===== src/rtl/hazard_ctrl_pkg.sv =====
// Shared types and constants for the ID/EX hazard controller.
// Forwarding select codes are only consumed when HAZARD_FORWARD_EN is defined.
package hazard_ctrl_pkg;

  typedef enum logic [1:0] {
    RUN   = 2'd0,
    STALL = 2'd1,
    FLUSH = 2'd2
  } state_e;

  localparam logic [4:0] REG_ZERO = 5'd0;

  localparam logic [1:0] FWD_REG = 2'b00;
  localparam logic [1:0] FWD_MEM = 2'b01;
  localparam logic [1:0] FWD_EX  = 2'b10;

  // The younger producer (EX) holds the newest value, so it takes priority over MEM.
  function automatic logic [1:0] fwd_sel(input logic hit_ex, input logic hit_mem);
    if (hit_ex) begin
      return FWD_EX;
    end
    if (hit_mem) begin
      return FWD_MEM;
    end
    return FWD_REG;
  endfunction

endpackage


===== src/rtl/hazard_ctrl_cmp.sv =====
// Register-match compare: a producer stage that writes a nonzero register equal to src_addr.
// Writes to $zero are discarded by the register file, so they never create a dependency.
module hazard_cmp
  import hazard_ctrl_pkg::*;
(
  input  logic [4:0] src_addr,
  input  logic [4:0] dst_addr,
  input  logic       dst_we,
  output logic       hit
);

  assign hit = dst_we && (dst_addr != REG_ZERO) && (dst_addr == src_addr);

endmodule


===== src/rtl/hazard_ctrl.sv =====
// Load-use stall / redirect flush controller for the ID/EX register (state updates on negedge CLK).
// Optional feature macro HAZARD_FORWARD_EN adds EX/MEM forwarding selects; otherwise all RAW hazards stall.
module hazard_ctrl
  import hazard_ctrl_pkg::*;
#(
  parameter int LOAD_STALL_CYCLES = 1,
  parameter int FLUSH_CYCLES      = 1,
  parameter int PERF_W            = 16
) (
  input  logic              CLK,
  input  logic              RSTn,
  input  logic [4:0]        rs_id,
  input  logic [4:0]        rt_id,
  input  logic              uses_rt_id,
  input  logic [4:0]        Wreg_addr_ex,
  input  logic              RegWrite_ex,
  input  logic              MemRead_ex,
  input  logic [4:0]        Wreg_addr_mem,
  input  logic              RegWrite_mem,
  input  logic              redirect_ex,
`ifdef HAZARD_FORWARD_EN
  input  logic [4:0]        rs_ex,
  input  logic [4:0]        rt_ex,
  output logic [1:0]        fwdA_sel,
  output logic [1:0]        fwdB_sel,
`endif
  output logic              PC_write,
  output logic              IFID_write,
  output logic              IFID_flush,
  output logic              IDEX_bubble,
  output logic [PERF_W-1:0] stall_cycles
);

  localparam int CNT_MAX = (LOAD_STALL_CYCLES > FLUSH_CYCLES) ? LOAD_STALL_CYCLES : FLUSH_CYCLES;
  localparam int CNT_W   = $clog2(CNT_MAX + 1);

  localparam logic [CNT_W-1:0] STALL_RELOAD = CNT_W'(LOAD_STALL_CYCLES - 1);
  localparam logic [CNT_W-1:0] FLUSH_RELOAD = CNT_W'(FLUSH_CYCLES - 1);
  localparam logic [CNT_W-1:0] CNT_ONE      = CNT_W'(1);

  state_e            state_q, state_d;
  logic [CNT_W-1:0]  cnt_q, cnt_d;
  logic [PERF_W-1:0] stall_q, stall_d;

  logic rs_hit_ex, rt_hit_ex;
  logic load_hz, hz;
  logic do_stall, do_flush;

  hazard_cmp u_cmp_rs_ex (
    .src_addr (rs_id),
    .dst_addr (Wreg_addr_ex),
    .dst_we   (RegWrite_ex),
    .hit      (rs_hit_ex)
  );

  hazard_cmp u_cmp_rt_ex (
    .src_addr (rt_id),
    .dst_addr (Wreg_addr_ex),
    .dst_we   (RegWrite_ex),
    .hit      (rt_hit_ex)
  );

  assign load_hz = RegWrite_ex && MemRead_ex && (rs_hit_ex || (uses_rt_id && rt_hit_ex));

`ifdef HAZARD_FORWARD_EN
  logic fa_hit_ex, fa_hit_mem, fb_hit_ex, fb_hit_mem;

  hazard_cmp u_cmp_fa_ex  (.src_addr(rs_ex), .dst_addr(Wreg_addr_ex),  .dst_we(RegWrite_ex),  .hit(fa_hit_ex));
  hazard_cmp u_cmp_fa_mem (.src_addr(rs_ex), .dst_addr(Wreg_addr_mem), .dst_we(RegWrite_mem), .hit(fa_hit_mem));
  hazard_cmp u_cmp_fb_ex  (.src_addr(rt_ex), .dst_addr(Wreg_addr_ex),  .dst_we(RegWrite_ex),  .hit(fb_hit_ex));
  hazard_cmp u_cmp_fb_mem (.src_addr(rt_ex), .dst_addr(Wreg_addr_mem), .dst_we(RegWrite_mem), .hit(fb_hit_mem));

  assign fwdA_sel = fwd_sel(fa_hit_ex, fa_hit_mem);
  assign fwdB_sel = fwd_sel(fb_hit_ex, fb_hit_mem);
  assign hz       = load_hz;
`else
  logic rs_hit_mem, rt_hit_mem;

  hazard_cmp u_cmp_rs_mem (.src_addr(rs_id), .dst_addr(Wreg_addr_mem), .dst_we(RegWrite_mem), .hit(rs_hit_mem));
  hazard_cmp u_cmp_rt_mem (.src_addr(rt_id), .dst_addr(Wreg_addr_mem), .dst_we(RegWrite_mem), .hit(rt_hit_mem));

  // Without a bypass network every in-flight producer must drain before its consumer may issue.
  assign hz = load_hz || rs_hit_ex || rs_hit_mem || (uses_rt_id && (rt_hit_ex || rt_hit_mem));
`endif

  always_comb begin
    state_d  = state_q;
    cnt_d    = cnt_q;
    do_stall = 1'b0;
    do_flush = 1'b0;

    unique case (state_q)
      RUN: begin
        if (redirect_ex) begin
          do_flush = 1'b1;
          if (FLUSH_CYCLES > 1) begin
            state_d = FLUSH;
            cnt_d   = FLUSH_RELOAD;
          end
        end else if (hz) begin
          do_stall = 1'b1;
          if (LOAD_STALL_CYCLES > 1) begin
            state_d = STALL;
            cnt_d   = STALL_RELOAD;
          end
        end
      end
      STALL: begin
        if (redirect_ex) begin
          do_flush = 1'b1;
          if (FLUSH_CYCLES > 1) begin
            state_d = FLUSH;
            cnt_d   = FLUSH_RELOAD;
          end else begin
            state_d = RUN;
          end
        end else begin
          do_stall = 1'b1;
          cnt_d    = cnt_q - CNT_ONE;
          if (cnt_q == CNT_ONE) begin
            state_d = RUN;
          end
        end
      end
      FLUSH: begin
        do_flush = 1'b1;
        if (redirect_ex) begin
          if (FLUSH_CYCLES > 1) begin
            cnt_d = FLUSH_RELOAD;
          end else begin
            state_d = RUN;
          end
        end else begin
          cnt_d = cnt_q - CNT_ONE;
          if (cnt_q == CNT_ONE) begin
            state_d = RUN;
          end
        end
      end
      default: begin
        state_d = RUN;
        cnt_d   = '0;
      end
    endcase

    // Outputs are combinational, so reset must also mask hazards seen on the live inputs.
    if (!RSTn) begin
      do_stall = 1'b0;
      do_flush = 1'b0;
    end

    PC_write    = !do_stall;
    IFID_write  = !do_stall;
    IFID_flush  = do_flush;
    IDEX_bubble = do_flush || do_stall;

    stall_d = stall_q;
    if (!PC_write && (stall_q != {PERF_W{1'b1}})) begin
      stall_d = stall_q + PERF_W'(1);
    end
  end

  always_ff @(negedge CLK or negedge RSTn) begin
    if (!RSTn) begin
      state_q <= RUN;
      cnt_q   <= '0;
      stall_q <= '0;
    end else begin
      state_q <= state_d;
      cnt_q   <= cnt_d;
      stall_q <= stall_d;
    end
  end

  assign stall_cycles = stall_q;

endmodule


===== config.mk =====
export PLATFORM = sky130hd
export DESIGN_NAME = hazard_ctrl
export DESIGN_NICKNAME = d
export VERILOG_FILES = /design/src/rtl/hazard_ctrl_pkg.sv /design/src/rtl/hazard_ctrl_cmp.sv /design/src/rtl/hazard_ctrl.sv
export SDC_FILE = /design/constraint.sdc
export NUM_CORES = 1
export LEC_CHECK = 0
export ABC_AREA = 1
export ABC_CLOCK_PERIOD_IN_PS = 3750
export CAP_MARGIN = 20
export CORE_MARGIN = 4
export CORE_UTILIZATION = 30
export DETAILED_ROUTE_END_ITERATION = 16
export GPL_TIMING_DRIVEN = 0
export REMOVE_ABC_BUFFERS = 1
export SLEW_MARGIN = 20
export SYNTH_ARGS = -nofsm -noshare
export SYNTH_HDL_FRONTEND = slang
export SYNTH_SLANG_ARGS = --single-unit

===== constraint.sdc =====
create_clock -name CLK -period 3.75 [get_ports CLK]
set_input_delay 0.5625 -clock CLK [delete_from_list [all_inputs] [get_ports CLK]]
set_output_delay 0.5625 -clock CLK [all_outputs]
set_load 0.01 [all_outputs]

==> run summary <==
- **Post-DP HPWL** 2.84 mm
- **crit path capture type** output port
- **outcome** finished clean
- **number of global-route vias before repair** 1,522
- **wirelength, routed** 3.94 mm
- **normalized max-slew margin** 70.0%
- **final number of setup-violating endpoints** 0
- **Synth warnings** 0
- **number of rows in the core area** 24
- **TritonCTS clock tree** yes
- **startpoint kind of the worst setup timing path** flip-flop
- **slowest library cell on the worst path** clkdlybuf4s50_1
- **depth of the CTS H-tree** 1
- **routed length per placed instance** 12.5 um
- **Switching Power** 0.000137 W
- **asr flop ratio synth** 100%
- **sequential share of power** 41.4%
- **count of unique library cells instantiated by Yosys** 24
- **antenna diode count** 0
- **min-delay worst type** flip-flop to flip-flop
- **antenna violations before repair** 0
- **count of TritonRoute iterations in the first routing pass** 4
- **Initial Utilization** 31.7%
- **FF-to-FF Start** stall_cycles[0]$_DFFE_NN0P_
- **Hold Crit Start** stall_cycles[10]$_DFFE_NN0P_
- **Clock Latency Late Sink** 0.26 ns
- **clock network power share** 28.5%
- **Clock Pin Slew Worst Setup and Hold Paths** 0.04 ns
- **post-layout net count** 294
- **core region area** 4440 um^2
- **crit path max fanout** 2
- **Worst IR Drop VDD** 0.000237 V
- **clk sink count** 16
- **maximum cell stage delay along the critical path** 0.55 ns
- **Arr. time, crit path** 3.12 ns
- **start point of the critical path** stall_cycles[5]$_DFFE_NN0P_
- **worst hold path cell count** 2
- **internal power contribution** 0.000321 W
- **critical path endpoint** stall_cycles[5]
- **synth-to-layout area growth** 49.3%
- **DRC violation total after the first TritonRoute iteration** 81
- **post-synthesis instance total** 201
- **antenna viol nets, final** 0
- **transition at the pin with the smallest max-transition slack** 0.450 ns
- **library cell occupying the most area in the post-synthesis netlist** dfrtn_1
- **most instantiated flip-flop cell in the synthesis netlist** dfrtn_1
- **Crit path max-delay family** buffers and inverters
- **fraction of post-synthesis cell area in the top cell type by area** 28.4%
- **Synth area leaders** dfrtn_1, nand2_1, xor2_1, nand4_1, xnor2_1
- **top-level port count** 47
- **leakage power of the design** 1.06 nW
- **required time at the endpoint of the critical path** 3.19 ns
- **r2r endpoint** stall_cycles[13]$_DFFE_NN0P_
- **Slew Viols, Final** 0
- **Fin. Hold Viols** 0
- **Largest register FFs** 16
- **CP cell instances** clkdlybuf4s50_1
- **count of vias placed by the detailed router** 1,495
- **Routability Congestion** 0.859
- **start-to-end type of the worst setup path** flip-flop to output port
- **number of buffers created by CTS** 3
- **Die Width** 76.5 um
- **drt drc** 0
- **Total Routing Usage GR** 14.2%
- **post-layout util** 47.3%
- **Overflow after GRT** 0
- **buffer and inverter count on the worst path** 1
- **switch share** 29.8%
- **fraction of layout cells with a size suffix above 1** 15.2%
- **reg2reg path depth** 10
- **most frequent cell after synthesis** nand2_1
- **Chip Height** 76.5 um
- **top cells by instance count after synthesis** nand2_1, nand4_1, inv_1, nor2_1, xor2_1
- **final-layout worst hold slack** 0.448 ns
- **number of cells on the critical path** 1
- **Layout Skew** 0.00195 ns
- **clock tree root buffer cell** clkbuf_8
- **synthesis-stage register bit count** 16
- **wire length of the first global-routing pass** 7.00 mm
- **part of the total power dissipated in combinational logic** 30.1%
- **total power of the final layout** 0.000458 W
- **fraction of the yosys area taken by sequential cells** 28.4%
- **setup slack of the worst register-to-register path** 1.97 ns
- **count of input and output buffers** 45
- **vias per cell** 4.73
- **maximum root-to-sink buffer count** 2
- **number of synthesized flops with an enable pin** 0
- **area enclosed by the die boundary** 5850 um^2
- **max capacitance violation total** 0
- **syn_area_per_cell** 7.00 um^2
- **Netlist Area Pre-Place** 1410 um^2
- **Cell Pwr Density** 218 nW/um^2
- **largest net degree at the start of global routing** 19
- **RSZ-0062 raised after global routing** false
worst min path at each step:
| stage | to | slack [ns] |
|---|---|---|
| 2_1_floorplan | stall_cycles[1]$_DFFE_NN0P_ | 0.51 |
| 3_3_place_gp | stall_cycles[1]$_DFFE_NN0P_ | 0.47 |
| 3_5_place_dp | stall_cycles[1]$_DFFE_NN0P_ | 0.49 |
| 4_1_cts | stall_cycles[1]$_DFFE_NN0P_ | 0.50 |
| 5_1_grt | stall_cycles[10]$_DFFE_NN0P_ | 0.49 |
| 6_report | stall_cycles[10]$_DFFE_NN0P_ | 0.45 |
power by group through the flow:
stage | logic (W) | clock network [W] | registers (W)
2_1_floorplan | 0.0000519 | 0 | 0.000200
3_3_place_gp | 0.000122 | 0 | 0.000197
3_5_place_dp | 0.000123 | 0 | 0.000198
4_1_cts | 0.000138 | 0.000135 | 0.000189
5_1_grt | 0.000154 | 0.000144 | 0.000191
6_report | 0.000138 | 0.000130 | 0.000189
cell families (layout without fill, tap and decap cells):
family | count (synthesis) | count (layout) | synth area share [%]
and+or+nand+nor | 127 | 128 | 43.5
xor gates and xnor gates | 30 | 30 | 18.7
AOI/OAI and AO/OA | 1 | 1 | 0.355
adders and majority gates | 1 | 1 | 0.889
buffers and inverters | 26 | 88 | 8.18
DFF | 16 | 16 | 28.4
through the flow:
step           cells  cell area (um^2)  setup TNS [ns]  setup WS, ns
6_report         316              2100               0        0.0699
5_1_grt          316              2100               0      0.000751
4_1_cts          314              2070               0       0.00469
3_5_place_dp     293              1890          -18.98         -1.19
3_3_place_gp     293              1890          -18.30         -1.15
2_1_floorplan    196              1370               0         0.272
layer usage:
metal,global-route usage (%),vias up,wire length (um)
met1,19.4,689,1970
met4,2.17,0,27
met2,23.5,26,1800
li1,-,776,-
met3,2.96,4,139
met5,0,-,0
timing repair:
item                                   in CTS  in global routing
endpoints found under the hold margin       0                  0
pin swaps                                   5                  3
gates resized for setup                    22                 12
buffers inserted                           17                  2
setup endpoints to repair                  30                 19
hold buffers                                0                  0
cloned                                      1                  0
cell type report:
class / instances / area, um^2
timing repair buffer: 64 / 586
sequential: 16 / 400
fill: 470 / 2340
inverter: 21 / 78.8
multi-input combinational: 160 / 931
tap: 52 / 65.1
clock buffer: 3 / 41.3
cell usage in the layout, fill, tap and decap left out:
master / count
dlymetal6s2s_1: 5
xnor2_1: 13
nor2_4: 2
nor2_2: 1
clkdlybuf4s15_1: 2
inv_2: 3
nand4_1: 19
nand2_2: 4
inv_1: 18
nand3_4: 2
buf_4: 19
clkdlybuf4s50_1: 23
nor3_1: 5
clkdlybuf4s15_2: 1
nand2_1: 60
nor2_1: 17
clkbuf_8: 3
o21ai_0: 1
nand2_8: 1
nand3b_1: 3
nand3_1: 11
nand3_2: 1
ha_1: 1
clkbuf_2: 1
nand2_4: 1
dlygate4sd2_1: 13
xor2_1: 17
dfrtn_1: 16
nor3_2: 1
worst register-to-register path: stages, from the launching register on:
cell     delay (ns)
dfrtn_1        0.35
buf_4          0.16
ha_1           0.25
nand3_2        0.14
inv_2          0.04
nand2_2        0.10
nor2_4         0.04
nand2_4        0.20
nand3_4        0.20
nand2_1        0.12
nand2_1        0.05
No activity file was read; power rests on OpenSTA's default activity.
